### src/rtl/pipeline_fetch_unit_pkg.sv
// Shared constants, state encoding and small helpers for the instruction-fetch stage.
package pipeline_fetch_unit_pkg;

  localparam int INSTR_BYTES = 4;

  typedef logic [31:0] instr_t;

  localparam instr_t BUBBLE_INSTR = 32'h0000_0000;

  typedef enum logic {
    FETCH = 1'b0,
    HALT  = 1'b1
  } fetch_state_e;

  // Instructions are word-sized, so only the two low address bits matter.
  function automatic logic is_word_aligned(input logic [1:0] low_bits);
    return (low_bits == 2'b00);
  endfunction

endpackage

### src/rtl/pipeline_fetch_unit_if.sv
// Request/response bus between the fetch stage and the combinational instruction memory.
interface pipeline_fetch_unit_if
  import pipeline_fetch_unit_pkg::*;
#(
  parameter int ADDR_WIDTH = 64
);
  logic [ADDR_WIDTH-1:0] read_address;
  instr_t                instruction;

  modport master (output read_address, input instruction);
  modport slave  (input read_address, output instruction);
endinterface

### src/rtl/pipeline_fetch_unit_pc_register.sv
// Program-counter register: async reset to RESET_PC, loads next_pc when load is high.
module pipeline_pc_register #(
  parameter int                    ADDR_WIDTH = 64,
  parameter logic [ADDR_WIDTH-1:0] RESET_PC   = '0
) (
  input  logic                  clk,
  input  logic                  reset,
  input  logic                  load,
  input  logic [ADDR_WIDTH-1:0] next_pc,
  output logic [ADDR_WIDTH-1:0] pc
);

  // PC state; holds unless the fetch logic requests a load
  always_ff @(posedge clk or posedge reset) begin
    if (reset) begin
      pc <= RESET_PC;
    end else if (load) begin
      pc <= next_pc;
    end else begin
      pc <= pc;
    end
  end

endmodule

### src/rtl/pipeline_fetch_unit.sv
// IF stage: owns the PC, drives the instruction memory address and registers the
// returned word into IF/ID, handling stall, redirect, range/alignment faults and halt.
module pipeline_fetch_unit
  import pipeline_fetch_unit_pkg::*;
#(
  parameter int                    ADDR_WIDTH   = 64,
  parameter int                    MEM_BYTES    = 128,
  parameter logic [ADDR_WIDTH-1:0] RESET_PC     = '0,
  parameter bit                    HALT_ON_ZERO = 1'b1
) (
  input  logic                   clk,
  input  logic                   reset,
  input  logic                   stall,
  input  logic                   branch_taken,
  input  logic [ADDR_WIDTH-1:0]  branch_target,
  pipeline_fetch_unit_if.master  imem,
  output logic [ADDR_WIDTH-1:0]  if_id_pc,
  output instr_t                 if_id_instruction,
  output logic                   if_id_valid,
  output logic                   halted,
  output logic                   misaligned
);

  localparam logic [ADDR_WIDTH-1:0] LAST_PC  = ADDR_WIDTH'(MEM_BYTES - INSTR_BYTES);
  localparam logic [ADDR_WIDTH-1:0] PC_STEP  = ADDR_WIDTH'(INSTR_BYTES);

  fetch_state_e          state_r;
  fetch_state_e          next_state_s;
  logic [ADDR_WIDTH-1:0] pc_s;
  logic [ADDR_WIDTH-1:0] pc_next_s;
  logic                  pc_load_s;
  logic [ADDR_WIDTH-1:0] if_id_pc_next_s;
  instr_t                if_id_instruction_next_s;
  logic                  if_id_valid_next_s;
  logic                  misaligned_next_s;

  pipeline_pc_register #(
    .ADDR_WIDTH (ADDR_WIDTH),
    .RESET_PC   (RESET_PC)
  ) u_pc_register (
    .clk     (clk),
    .reset   (reset),
    .load    (pc_load_s),
    .next_pc (pc_next_s),
    .pc      (pc_s)
  );

  assign imem.read_address = pc_s;

  // Next-state and next IF/ID selection; redirect outranks stall, range check precedes fetch
  always_comb begin
    next_state_s             = state_r;
    pc_load_s                = 1'b0;
    pc_next_s                = pc_s;
    if_id_pc_next_s          = if_id_pc;
    if_id_instruction_next_s = if_id_instruction;
    if_id_valid_next_s       = if_id_valid;
    misaligned_next_s        = misaligned;
    case (state_r)
      FETCH: begin
        if (branch_taken) begin
          if_id_valid_next_s       = 1'b0;
          if_id_instruction_next_s = BUBBLE_INSTR;
          if (!is_word_aligned(branch_target[1:0])) begin
            misaligned_next_s = 1'b1;
            next_state_s      = HALT;
          end else if (branch_target > LAST_PC) begin
            next_state_s = HALT;
          end else begin
            pc_load_s = 1'b1;
            pc_next_s = branch_target;
          end
        end else if (stall) begin
          pc_load_s = 1'b0;
        end else if (pc_s > LAST_PC) begin
          if_id_valid_next_s = 1'b0;
          next_state_s       = HALT;
        end else if (HALT_ON_ZERO && (imem.instruction == BUBBLE_INSTR)) begin
          if_id_valid_next_s = 1'b0;
          next_state_s       = HALT;
        end else begin
          if_id_pc_next_s          = pc_s;
          if_id_instruction_next_s = imem.instruction;
          if_id_valid_next_s       = 1'b1;
          pc_load_s                = 1'b1;
          pc_next_s                = pc_s + PC_STEP;
        end
      end
      HALT: begin
        if_id_valid_next_s = 1'b0;
      end
      default: begin
        if_id_valid_next_s = 1'b0;
        next_state_s       = HALT;
      end
    endcase
  end

  // State, IF/ID pipeline register and sticky status flags
  always_ff @(posedge clk or posedge reset) begin
    if (reset) begin
      state_r           <= FETCH;
      if_id_pc          <= '0;
      if_id_instruction <= BUBBLE_INSTR;
      if_id_valid       <= 1'b0;
      halted            <= 1'b0;
      misaligned        <= 1'b0;
    end else begin
      state_r           <= next_state_s;
      if_id_pc          <= if_id_pc_next_s;
      if_id_instruction <= if_id_instruction_next_s;
      if_id_valid       <= if_id_valid_next_s;
      halted            <= (next_state_s == HALT);
      misaligned        <= misaligned_next_s;
    end
  end

endmodule

### src/flat_wrapper.sv
// flat-port wrapper written by rule: the top's interface ports become plain ports
module pipeline_fetch_unit_flat import pipeline_fetch_unit_pkg::*;
#(
  parameter int                    ADDR_WIDTH   = 64,
  parameter int                    MEM_BYTES    = 128,
  parameter logic [ADDR_WIDTH-1:0] RESET_PC     = '0,
  parameter bit                    HALT_ON_ZERO = 1'b1
)
  (clk, reset, stall, branch_taken, branch_target, if_id_pc, if_id_instruction, if_id_valid, halted, misaligned, imem_read_address, imem_instruction);
  pipeline_fetch_unit_if #(.ADDR_WIDTH(ADDR_WIDTH)) imem_i ();
  input  logic clk;
  input  logic reset;
  input  logic stall;
  input  logic branch_taken;
  input  logic [ADDR_WIDTH-1:0] branch_target;
  output logic [ADDR_WIDTH-1:0] if_id_pc;
  output instr_t if_id_instruction;
  output logic if_id_valid;
  output logic halted;
  output logic misaligned;
  output wire logic [$bits(imem_i.read_address)-1:0] imem_read_address;
  input wire logic [$bits(imem_i.instruction)-1:0] imem_instruction;
  assign imem_read_address = imem_i.read_address;
  assign imem_i.instruction = imem_instruction;
  pipeline_fetch_unit #(.ADDR_WIDTH(ADDR_WIDTH), .MEM_BYTES(MEM_BYTES), .RESET_PC(RESET_PC), .HALT_ON_ZERO(HALT_ON_ZERO)) u_core (.clk(clk), .reset(reset), .stall(stall), .branch_taken(branch_taken), .branch_target(branch_target), .imem(imem_i), .if_id_pc(if_id_pc), .if_id_instruction(if_id_instruction), .if_id_valid(if_id_valid), .halted(halted), .misaligned(misaligned));
endmodule
### config.mk
export PLATFORM = sky130hd
export DESIGN_NAME = pipeline_fetch_unit_flat
export DESIGN_NICKNAME = d
export VERILOG_FILES = /design/src/rtl/pipeline_fetch_unit_pkg.sv /design/src/rtl/pipeline_fetch_unit_if.sv /design/src/rtl/pipeline_fetch_unit_pc_register.sv /design/src/rtl/pipeline_fetch_unit.sv /design/src/flat_wrapper.sv
export SDC_FILE = /design/constraint.sdc
export NUM_CORES = 1
export LEC_CHECK = 0
export ABC_AREA = 1
export BUFFER_PORTS_ARGS = -buffer_cell sky130_fd_sc_hd__buf_2
export CAP_MARGIN = 20
export CORE_ASPECT_RATIO = 0.8
export CORE_MARGIN = 4
export CORE_UTILIZATION = 28
export CTS_BUF_LIST = sky130_fd_sc_hd__clkbuf_8
export DETAILED_ROUTE_END_ITERATION = 7
export HOLD_SLACK_MARGIN = 0.08
export PLACE_DENSITY = 0.57
export RECOVER_POWER = 100
export SETUP_SLACK_MARGIN = 0.1
export SYNTH_ARGS = -nofsm -noshare
export SYNTH_HDL_FRONTEND = slang
export SYNTH_SLANG_ARGS = --single-unit
### constraint.sdc
create_clock -name clk -period 7.2 [get_ports clk]
set_clock_uncertainty 0.15 [all_clocks]
set_input_delay 0.72 -clock clk [delete_from_list [all_inputs] [get_ports clk]]
set_output_delay 0.72 -clock clk [all_outputs]
set_load 0.05 [all_outputs]
==> results of run 1 <==
-- kinds of logic after synthesis --
family	Yosys count
DFF	163
xor gates and xnor gates	2
AOI/OAI and AO/OA	53
adders and majority gates	1
buffers and inverters	185
and+or+nand+nor	344
muxes	3
-- power breakdown --
group	internal (mW)	total [mW]	leakage [nW]	switching (mW)
Combinational	0.0257	0.0654	2.39	0.0396
Sequential	0.915	0.915	1.97	0.000147
Clock	0.247	0.617	0.170	0.370
Total	1.19	1.60	4.54	0.410
-- worst max-delay path by stage --
stage / end / slack [ps] / cells past startpoint / startpoint
2_1_floorplan: u_core.halted$_DFF_PP0_ / 1930 / 1 / reset
3_3_place_gp: u_core.u_pc_register.pc[13]$_DFFE_PP0P_ / 3990 / 12 / branch_target[30]
3_5_place_dp: u_core.u_pc_register.pc[57]$_DFFE_PP0P_ / 3930 / 12 / branch_target[30]
4_1_cts: u_core.if_id_instruction[6]$_DFFE_PP0P_ / 4420 / 9 / u_core.u_pc_register.pc[2]$_DFFE_PP0P_
5_1_grt: u_core.u_pc_register.pc[36]$_DFFE_PP0P_ / 2490 / 3 / reset
6_report: u_core.u_pc_register.pc[36]$_DFFE_PP0P_ / 3280 / 3 / reset
-- worst reg2reg max path, delay by kind of cell (launching register included) --
family / cells / cell delay [ps]
buffers and inverters: 1 / 790
and+or+nand+nor: 6 / 770
DFF: 1 / 480
AOI/OAI and AO/OA: 1 / 240
adders and majority gates: 1 / 220
-- sequential cells by signal, indices dropped and copies added, names as in the netlist --
signal / flops
u_core.if_id_pc: 64
u_core.if_id_instruction: 32
u_core.if_id_valid: 1
u_core.u_pc_register.pc: 64
u_core.halted: 1
u_core.misaligned: 1
-- per-stage QoR --
stage	total power, mW	instances	util	setup slack [ps]	hold slack [ps]
floorplan	0.962	751	-	1930	589
global placement	1.00	1304	0.351	3990	293
detailed placement	1.00	1304	0.351	3930	297
CTS	1.63	1335	0.366	4420	310
global route	1.68	1335	0.355	2490	338
finish	1.60	1335	0.355	3280	321
-- cell usage after synthesis (all sizes together) --
cell type,number,area share
dfrtp,163,0.61
nor2,162,0.10
inv,160,0.090
nand2,120,0.068
nand3,47,0.035
o21ai,47,0.036
buf,21,0.027
nand4,11,0.011
clkbuf,4,0.0023
a21oi,3,0.0023
mux2i,3,0.0045
nor3,3,0.0023
a22oi,2,0.0023
xor2,2,0.0026
ha,1,0.0019
o21bai,1,0.0011
or2,1,0.00094
-- per-layer routing --
layer / global-route usage / vias to the layer above / share of wire
li1: - / 2753 / -
met2: 0.211 / 177 / 0.44
met4: 0.0238 / 0 / 0.0029
met3: 0.0557 / 4 / 0.076
met1: 0.195 / 2595 / 0.48
met5: 0 / - / 0
-- area by class of cell --
| cell class | instances | area share |
|---|---|---|
| tap | 312 | 0.0469 |
| sequential | 163 | 0.491 |
| multi-input combinational | 403 | 0.211 |
| clock inverter | 14 | 0.0149 |
| inverter | 160 | 0.0724 |
| timing repair buffer | 266 | 0.136 |
| clock buffer | 17 | 0.0281 |
==> flow_metrics.py, run 1 <==
metrics = {
    "sta": {
        "max-slew-margin-rel": -1.78,
        "rsz0062_at_grt": "false",
        "min_period_ps": 3920,
        "hold_viol": 0,
        "finalSetupTns_ps": 0,
        "setup_viol": 0,
        "slew_violations": 92,
        "fmax_ghz": 0.255,
        "fin_crit_sh": 0.544,
        "tightest_slew_ps": 4140,
    },
    "clocking": {
        "clk_pin_slew_ps": 90,
        "numCtsBuffers": 17,
        "hold_buffers": 0,
        "cts-resized-gates": 0,
        "clock_sinks": 163,
        "htreeDepth": 4,
        "clockBufferDepth": 2,
        "clock_latency_ps": 440,
        "cts_tree": "built",
        "cts_setup_buffers": 0,
        "cts_root_buf": "clkbuf_8",
    },
    "global_route": {
        "antenna_found_initial": 0,
        "grt_overflow": 0,
        "grt_pass1_vias": 5365,
        "grt_pass1_wl_mm": 29.7,
        "grtUsageTotal": 0.140,
        "grt_max_degree": 105,
    },
    "min_path": {
        "min_to": "u_core.if_id_pc[40]$_DFFE_PP0P_",
        "min_from": "u_core.if_id_pc[40]$_DFFE_PP0P_",
        "holdPathStages": 2,
        "hold_class": "reg2reg",
    },
    "yosys": {
        "synth.avg_cell_area_um2": 8.87,
        "yosysUniqueCellTypes": 24,
        "synth_adder_area_share": 0.00188,
        "ys_ff_latch": 163,
        "synth_mux_area_frac": 0.00451,
        "synth-xor-area-share": 0.00263,
        "netlist_area_um2": 6660,
        "synth_compound_area_frac": 0.0421,
        "syn_nets": 852,
        "synth_top_family_by_area": "simple AND/OR/NAND/NOR gates",
        "synthCells": 751,
        "synth-seq-area-share": 0.612,
        "yosysWarnings": 0,
        "yosys.area_share.simple": 0.218,
    },
    "place": {
        "io_buffers": 262,
        "dpl-instance-area_um2": 8220,
        "gp_congestion": 0.802,
        "hpwlAfterDp_mm": 13.8,
    },
    "power_and_ir_drop": {
        "power_density_nw_per_um2": 192,
        "ir_drop_uv": 77.3,
        "p_leak_nw": 4.54,
    },
    "status": {
        "outcome": "complete, but fails checks",
        "violations": "capacitance limit, slew limit",
    },
    "critical_path": {
        "reg2reg_to": "u_core.if_id_instruction[2]$_DFFE_PP0P_",
        "critPathBufInv": 3,
        "endpoint_kind": "async pin",
        "path_max_fanout": 91,
        "required_ps": 7490,
        "r2r_cells": 9,
        "slowest_delay_ps": 2300,
        "rrSetupSlack_ps": 4420,
        "worstPathArrival_ps": 4210,
        "cp_top_family": "buffers and inverters",
        "startpoint_type": "primary input",
        "r2r-start": "u_core.u_pc_register.pc[2]$_DFFE_PP0P_",
        "criticalPathCategory": "in2async",
        "cp_slowest_cell": "clkinvlp_2",
        "path_cells": "clkbuf_1, clkinvlp_2, buf_4",
    },
    "floorplanning": {
        "start_util": 0.285,
        "dieArea_um2": 26300,
        "die_w_um": 180,
        "dieHeight_um": 146,
        "fp-row-count": 50,
        "io_pins": 263,
        "core_um2": 23400,
    },
    "cells_and_area": {
        "multi_input_area_um2": 1750,
        "seq_area_um2": 4080,
        "antenna_cells": 0,
        "layout-drive-gt1-share": 0.138,
        "final_area_um2": 8320,
        "nFillCells": 2603,
        "syn2layout_area_growth_pct": 24.8,
        "nets": 1112,
        "layout_common_cells": "clkbuf_1, dfrtp_1, inv_1",
        "final_common_cell": "clkbuf_1",
    },
    "detailed_routing": {
        "wire_per_inst_um": 14.1,
        "wl_mm": 18.8,
        "drt_first_pass_iters": 7,
        "ant_nets": 0,
        "vias": 5529,
        "remaining_drc_errors": 0,
        "avgViaCountPerCell": 4.14,
        "drt_iter0_markers": 210,
    },
    "run": {
        "maxCapViolCount": 1,
    },
}
Power figures use the tool's default switching activity.
==> run 2, diff against run 1 <==
==> constraint.sdc (replaced) <==
create_clock -name clk -period 3.95 [get_ports clk]
set_clock_uncertainty 0.15 [all_clocks]
set_input_delay 0.395 -clock clk [delete_from_list [all_inputs] [get_ports clk]]
set_output_delay 0.395 -clock clk [all_outputs]
set_load 0.05 [all_outputs]
==> run 2 against run 1 <==
  * The run still ends with capacitance limit, slew limit left
  * Sequential power up 83%
  * Clock power up 94%
  * Critical path depth up 9
  * Total power up 89%
==> flow_metrics.py, run 2 (same netlist as run 1, synthesis figures left out) <==
metrics = {
    "cells_and_area": {
        "seq_area_um2": 4080,
        "nFillCells": 2542,
        "antenna_cells": 0,
        "multi_input_area_um2": 1750,
        "reg_top3": "u_core.if_id_pc: 64 flops, u_core.u_pc_register.pc: 64 flops, u_core.if_id_instruction: 32 flops",
        "final_common_cell": "clkbuf_1",
        "syn2layout_area_growth_pct": 31.0,
        "layout_common_cells": "clkbuf_1, dfrtp_1, inv_1",
        "final_cells": 1376,
        "layout-drive-gt1-share": 0.143,
        "nets": 1153,
    },
    "critical_path": {
        "rrSetupSlack_ps": 790,
        "endpoint_kind": "register",
        "worstPathArrival_ps": 3530,
        "criticalPathCategory": "in2reg",
        "required_ps": 4190,
        "path_cells": "dlygate4sd3_1, buf_2, nor2_1, nand2_1, nor2_1, nand2_1, nor2_1, nor2_1, nand4_1, clkbuf_1, nand2_1, inv_1",
        "cp_slowest_cell": "nand4_1",
        "reg2reg_to": "u_core.u_pc_register.pc[16]$_DFFE_PP0P_",
        "startpoint": "imem_instruction[30]",
        "path_max_fanout": 23,
        "slowest_delay_ps": 700,
        "r2r_cells": 12,
        "startpoint_type": "primary input",
        "crit_path_frequent_cell": "nor2_1",
        "r2r-start": "u_core.u_pc_register.pc[2]$_DFFE_PP0P_",
    },
    "power_and_ir_drop": {
        "ir_drop_uv": 149,
        "seqPwrFrac": 0.552,
        "power_density_nw_per_um2": 346,
        "p_leak_nw": 4.72,
        "p_int_mw": 2.25,
        "clkPwrFrac": 0.399,
        "power_frac_comb": 0.049,
        "p_switching_mw": 0.767,
        "swShare": 0.254,
    },
    "detailed_routing": {
        "drt_first_pass_iters": 6,
        "avgViaCountPerCell": 4.13,
        "wl_met3_mm": 1.28,
        "ant_nets": 0,
        "wire_per_inst_um": 13.9,
        "remaining_drc_errors": 0,
        "vias": 5677,
        "wl_mm": 19.1,
        "drt_iter0_markers": 263,
        "route.met2.wl_mm": 8.60,
        "wl_met1_mm": 9.01,
        "topRoutingLayerUsed": "met4",
    },
    "sta": {
        "hold_viol": 0,
        "max-slew-margin-rel": -0.505,
        "setup_viol": 0,
        "rsz0062_at_grt": "false",
        "fmax_ghz": 0.304,
        "whs_ps": 118,
        "finalSetupTns_ps": 0,
        "slew_violations": 114,
        "min_period_ps": 3290,
        "fin_crit_sh": 0.833,
        "tightest_slew_ps": 2260,
    },
    "place": {
        "hpwlAfterDp_mm": 14.0,
        "gp_congestion": 0.840,
        "io_buffers": 262,
        "dp_cells": 1308,
    },
    "min_path": {
        "min_from": "branch_target[4]",
        "min_to": "u_core.u_pc_register.pc[4]$_DFFE_PP0P_",
        "holdPathStages": 3,
        "hold_class": "in2reg",
    },
    "clocking": {
        "numCtsBuffers": 17,
        "cts_tree": "built",
        "clockBufferDepth": 2,
        "htreeDepth": 4,
        "cts_setup_buffers": 0,
        "cts_root_buf": "clkbuf_8",
        "clock_sinks": 163,
        "clock_latency_ps": 450,
        "clk_pin_slew_ps": 90,
    },
    "global_route": {
        "grtUsageTotal": 0.145,
        "grt_overflow": 0,
        "grt_max_degree": 71,
        "antenna_found_initial": 0,
        "grt_pass1_wl_mm": 30.9,
        "grt_pass1_vias": 5704,
    },
    "status": {
        "outcome": "complete, but fails checks",
        "violations": "capacitance limit, slew limit",
    },
    "floorplanning": {
        "fp-row-count": 50,
        "die_w_um": 180,
        "start_util": 0.285,
        "dieHeight_um": 146,
        "dieArea_um2": 26300,
        "core_um2": 23400,
        "io_pins": 263,
    },
    "run": {
        "maxCapViolCount": 2,
    },
}
==> run 2: power by group through the flow <==
stage	clock network, mW	registers, mW	logic (mW)
after global routing	1.33	1.67	0.171
final	1.20	1.67	0.149
after CTS	1.26	1.67	0.156
after floorplan	0	1.70	0.0496
after detailed placement	0	1.70	0.128
after global placement	0	1.70	0.127
==> run 2: critical path: cells and delay by family <==
kind                   cells  cell delay (ps)
buffers and inverters      4             1400
AND/OR/NAND/NOR            8             1740
==> run 2: area by class of cell <==
class,count,area share
flip-flops and latches,163,0.467
repair buffers,307,0.175
inverters,160,0.0689
clock inverters,14,0.0165
well taps,312,0.0447
clock buffers,17,0.0268
multi-input cells,403,0.201
==> run 2: repair_timing <==
action                                 in CTS  in global routing
gates resized for setup                     0                  0
endpoints found under the hold margin      80                  0
hold buffers                               36                  0
==> run 2: worst max path at each step <==
stage                                               to  slack (ps)  depth (start not counted)
6_report               u_core.if_id_pc[50]$_DFFE_PP0P_         660                         12
5_1_grt        u_core.u_pc_register.pc[16]$_DFFE_PP0P_         370                         12
4_1_cts        u_core.u_pc_register.pc[18]$_DFFE_PP0P_         920                         12
3_5_place_dp   u_core.u_pc_register.pc[17]$_DFFE_PP0P_         940                         12
3_3_place_gp   u_core.u_pc_register.pc[16]$_DFFE_PP0P_         970                         12
2_1_floorplan                  u_core.halted$_DFF_PP0_        1330                          1
==> run 2: metrics by stage <==
| stage | worst slack, ps | util | area (um2) | power (mW) |
|---|---|---|---|---|
| after CTS | 916 | 0.385 | 9010 | 3.09 |
| after detailed placement | 936 | 0.353 | 8270 | 1.83 |
| final | 658 | 0.373 | 8730 | 3.02 |
| after global routing | 370 | 0.373 | 8730 | 3.17 |
| after floorplan | 1330 | - | 6670 | 1.75 |
| after global placement | 972 | 0.353 | 8270 | 1.83 |
==> run 2: per-layer routing <==
layer  track usage  vias to the layer above
met5             0                        -
met4        0.0401                        0
met3        0.0442                       18
met2         0.229                      184
met1         0.195                     2644
li1              -                     2831
==> run 3, diff against run 2 <==
--- a/config.mk
+++ b/config.mk
@@ -5,7 +5,7 @@
 export SDC_FILE = /design/constraint.sdc
 export NUM_CORES = 1
 export LEC_CHECK = 0
-export ABC_AREA = 1
+export ABC_AREA = 0
 export BUFFER_PORTS_ARGS = -buffer_cell sky130_fd_sc_hd__buf_2
 export CAP_MARGIN = 20
 export CORE_ASPECT_RATIO = 0.8
@@ -14,7 +14,7 @@
 export CTS_BUF_LIST = sky130_fd_sc_hd__clkbuf_8
 export DETAILED_ROUTE_END_ITERATION = 7
 export HOLD_SLACK_MARGIN = 0.08
-export PLACE_DENSITY = 0.57
+export PLACE_DENSITY = 0.6
 export RECOVER_POWER = 100
 export SETUP_SLACK_MARGIN = 0.1
 export SYNTH_ARGS = -nofsm -noshare
==> constraint.sdc (replaced) <==
create_clock -name clk -period 2.65 [get_ports clk]
set_clock_uncertainty 0.15 [all_clocks]
set_input_delay 0.265 -clock clk [delete_from_list [all_inputs] [get_ports clk]]
set_output_delay 0.265 -clock clk [all_outputs]
set_load 0.05 [all_outputs]
==> run 3 against run 2 <==
  * Sequential share of layout area down 0.96 points
  * Register-to-register slack worse by 710 ps
  * Largest cell class unchanged
  * Sequential power up 50%
  * The flow now finishes without violations
  * Core utilization up 4.3 points
  * Routed wire length up 4.5%
  * Non-clock buffer count up 38
  * Final area up 3.4%
  * Via count down 9.2%
  * Clock-buffer cell count up 3
==> flow_metrics.py, run 3 <==
metrics = {
    "yosys": {
        "yosys.area.top_type": "dfrtp_1",
        "yosysUniqueCellTypes": 44,
        "ys_ff_latch": 163,
        "synth.most_common_cell": "dfrtp_1",
        "ys.flop_type": "dfrtp_1",
        "synth-seq-area-share": 0.659,
        "synthArstFlopShare": 1.00,
        "netlist_area_um2": 6190,
        "yosysWarnings": 0,
        "synth_top_area_share": 0.659,
        "syn_nets": 592,
        "synth.avg_cell_area_um2": 12.6,
        "synth_edf_count": 0,
        "synthTopCellsByCount": "dfrtp_1, and2_1, nor2b_1, nor4_1, a22o_1",
        "synthCells": 491,
        "yosys-top-cells-area": "dfrtp_1, and2_1, nor2b_1",
    },
    "min_path": {
        "min_to": "u_core.misaligned$_DFFE_PP0P_",
        "min_from": "branch_taken",
        "hold_class": "in2reg",
        "holdPathStages": 3,
    },
    "detailed_routing": {
        "drt_first_pass_iters": 4,
        "wire_per_inst_um": 17.5,
        "ant_nets": 0,
        "vias": 5153,
        "drt_iter0_markers": 279,
        "remaining_drc_errors": 0,
        "avgViaCountPerCell": 4.51,
        "wl_mm": 20.0,
    },
    "cells_and_area": {
        "final_cells": 1143,
        "final_area_um2": 9020,
        "layout_common_cells": "clkbuf_1, buf_2, dfrtp_1",
        "syn2layout_area_growth_pct": 45.8,
        "reg_top3": "u_core.if_id_pc: 64 flops, u_core.u_pc_register.pc: 64 flops, u_core.if_id_instruction: 32 flops",
        "nFillCells": 2135,
        "antenna_cells": 0,
        "utilization": 0.416,
        "nets": 931,
        "layout-drive-gt1-share": 0.319,
        "final_common_cell": "clkbuf_1",
    },
    "sta": {
        "whs_ps": 153,
        "fin_crit_sh": 0.971,
        "min_period_ps": 2570,
        "slew_violations": 0,
        "finalSetupTns_ps": 0,
        "hold_viol": 0,
        "max-slew-margin-rel": 0.221,
        "fmax_ghz": 0.389,
        "setup_viol": 0,
        "tightest_slew_ps": 1170,
        "setup_ws_ps": 76.8,
        "rsz0062_at_grt": "true",
    },
    "global_route": {
        "grt_pass1_wl_mm": 30.6,
        "grt_pass1_vias": 5240,
        "antenna_found_initial": 2,
        "grtUsageTotal": 0.159,
        "grt_max_degree": 66,
        "grt_overflow": 0,
    },
    "critical_path": {
        "critPathBufInv": 2,
        "slowest_delay_ps": 540,
        "endpoint_kind": "register",
        "cp_slowest_cell": "or4_4",
        "path_cells": "nor4_4, buf_4, nand4_1, or2_1, or4_4, a21o_1, buf_12, a22o_1",
        "r2r_cells": 8,
        "reg2reg_to": "u_core.if_id_instruction[4]$_DFFE_PP0P_",
        "worstPathArrival_ps": 2750,
        "required_ps": 2830,
        "cp_top_family": "simple AND/OR/NAND/NOR gates",
        "startpoint_type": "register",
        "path_max_fanout": 21,
        "r2r-start": "u_core.u_pc_register.pc[37]$_DFFE_PP0P_",
        "rrSetupSlack_ps": 80,
        "criticalPathCategory": "reg2reg",
    },
    "floorplanning": {
        "io_pins": 263,
        "die_w_um": 174,
        "dieArea_um2": 24600,
        "start_util": 0.285,
        "dieHeight_um": 141,
        "core_um2": 21700,
        "fp-row-count": 48,
    },
    "place": {
        "io_buffers": 262,
        "dp_cells": 1064,
        "hpwlAfterDp_mm": 14.1,
        "gp_congestion": 0.815,
        "pre_cts_ws_ps": -87.0,
        "dpl-instance-area_um2": 8190,
    },
    "clocking": {
        "clockBufferDepth": 2,
        "clock_sinks": 163,
        "numCtsBuffers": 17,
        "htreeDepth": 4,
        "cts_tree": "built",
        "clock_latency_ps": 450,
        "clk_pin_slew_ps": 90,
        "cts_root_buf": "clkbuf_8",
    },
    "power_and_ir_drop": {
        "power_density_nw_per_um2": 527,
        "ir_drop_uv": 266,
        "p_leak_nw": 4.35,
        "swShare": 0.250,
        "power.total_mw": 4.75,
        "seqPwrFrac": 0.529,
        "p_switching_mw": 1.19,
        "clkPwrFrac": 0.395,
        "power_frac_comb": 0.076,
        "p_int_mw": 3.57,
    },
    "run": {
        "maxCapViolCount": 0,
    },
    "status": {
        "outcome": "completed",
    },
}
## run 3: changes by cell type after synthesis, moves of 23 or more
cell     change
inv_1      -153
nor2_1     -127
nand2_1    -105
and2_1      +75
nor2b_1     +39
nor4_1      +39
nand3_1     -38
o21ai_0     -31
nor2_2      -23
## run 3: timing repair
item,CTS,global route
gates resized for setup,5,18
pin swaps,0,3
endpoints found under the hold margin,204,0
cloned,1,2
endpoints found under the setup margin,126,138
hold buffers,42,0
buffers inserted,2,0
## run 3: worst min-delay path, cell delays in order
cell,delay (ps)
buf_2,120
clkinv_1,210
o31ai_1,120
## run 3: cell type report
type                       instances  area, um2  area share
clock buffer                      20        275      0.0305
clock inverter                    12        133      0.0147
inverter                           5       20.0     0.00222
multi-input combinational        298       2070       0.229
sequential                       163       4130       0.458
tap                              300        375      0.0416
timing repair buffer             345       2030       0.224
## run 3: worst max-delay path by stage
| stage | slack [ps] | cells after the start | endpoint | startpoint |
|---|---|---|---|---|
| after detailed placement | -90 | 9 | u_core.u_pc_register.pc[51]$_DFFE_PP0P_ | branch_target[28] |
| after global routing | -60 | 8 | u_core.if_id_instruction[4]$_DFFE_PP0P_ | u_core.u_pc_register.pc[37]$_DFFE_PP0P_ |
| after floorplan | -10 | 1 | u_core.u_pc_register.pc[10]$_DFFE_PP0P_ | reset |
| after global placement | -80 | 9 | u_core.u_pc_register.pc[49]$_DFFE_PP0P_ | branch_target[28] |
| final | 80 | 8 | u_core.if_id_instruction[4]$_DFFE_PP0P_ | u_core.u_pc_register.pc[37]$_DFFE_PP0P_ |
| after CTS | 20 | 8 | u_core.if_id_instruction[4]$_DFFE_PP0P_ | u_core.u_pc_register.pc[37]$_DFFE_PP0P_ |
## run 3: cells by family (layout without fill, tap and decap cells)
group	count (synthesis)	after routing	synth area share
flip-flops	163	163	0.659
multiplexers	9	9	0.0160
AND/OR/NAND/NOR	220	220	0.217
buffers and inverters	30	382	0.0245
AO/OA/AOI/OAI	68	68	0.0815
adder cells (fa/ha/maj)	1	1	0.00202
## run 3: layer usage
layer | GRT usage | share of wire
met1 | 0.212 | 0.45
met2 | 0.250 | 0.46
met3 | 0.0574 | 0.081
met5 | 0 | 0.0014
met4 | 0.0371 | 0.0055
## run 3: power by group through the flow
| stage | Combinational (mW) | Clock (mW) | Sequential [mW] |
|---|---|---|---|
| finish | 0.363 | 1.88 | 2.51 |
| global placement | 0.324 | 0 | 2.56 |
| global route | 0.396 | 2.07 | 2.52 |
| detailed placement | 0.327 | 0 | 2.56 |
| floorplan | 0.104 | 0 | 2.62 |
| CTS | 0.377 | 1.97 | 2.51 |
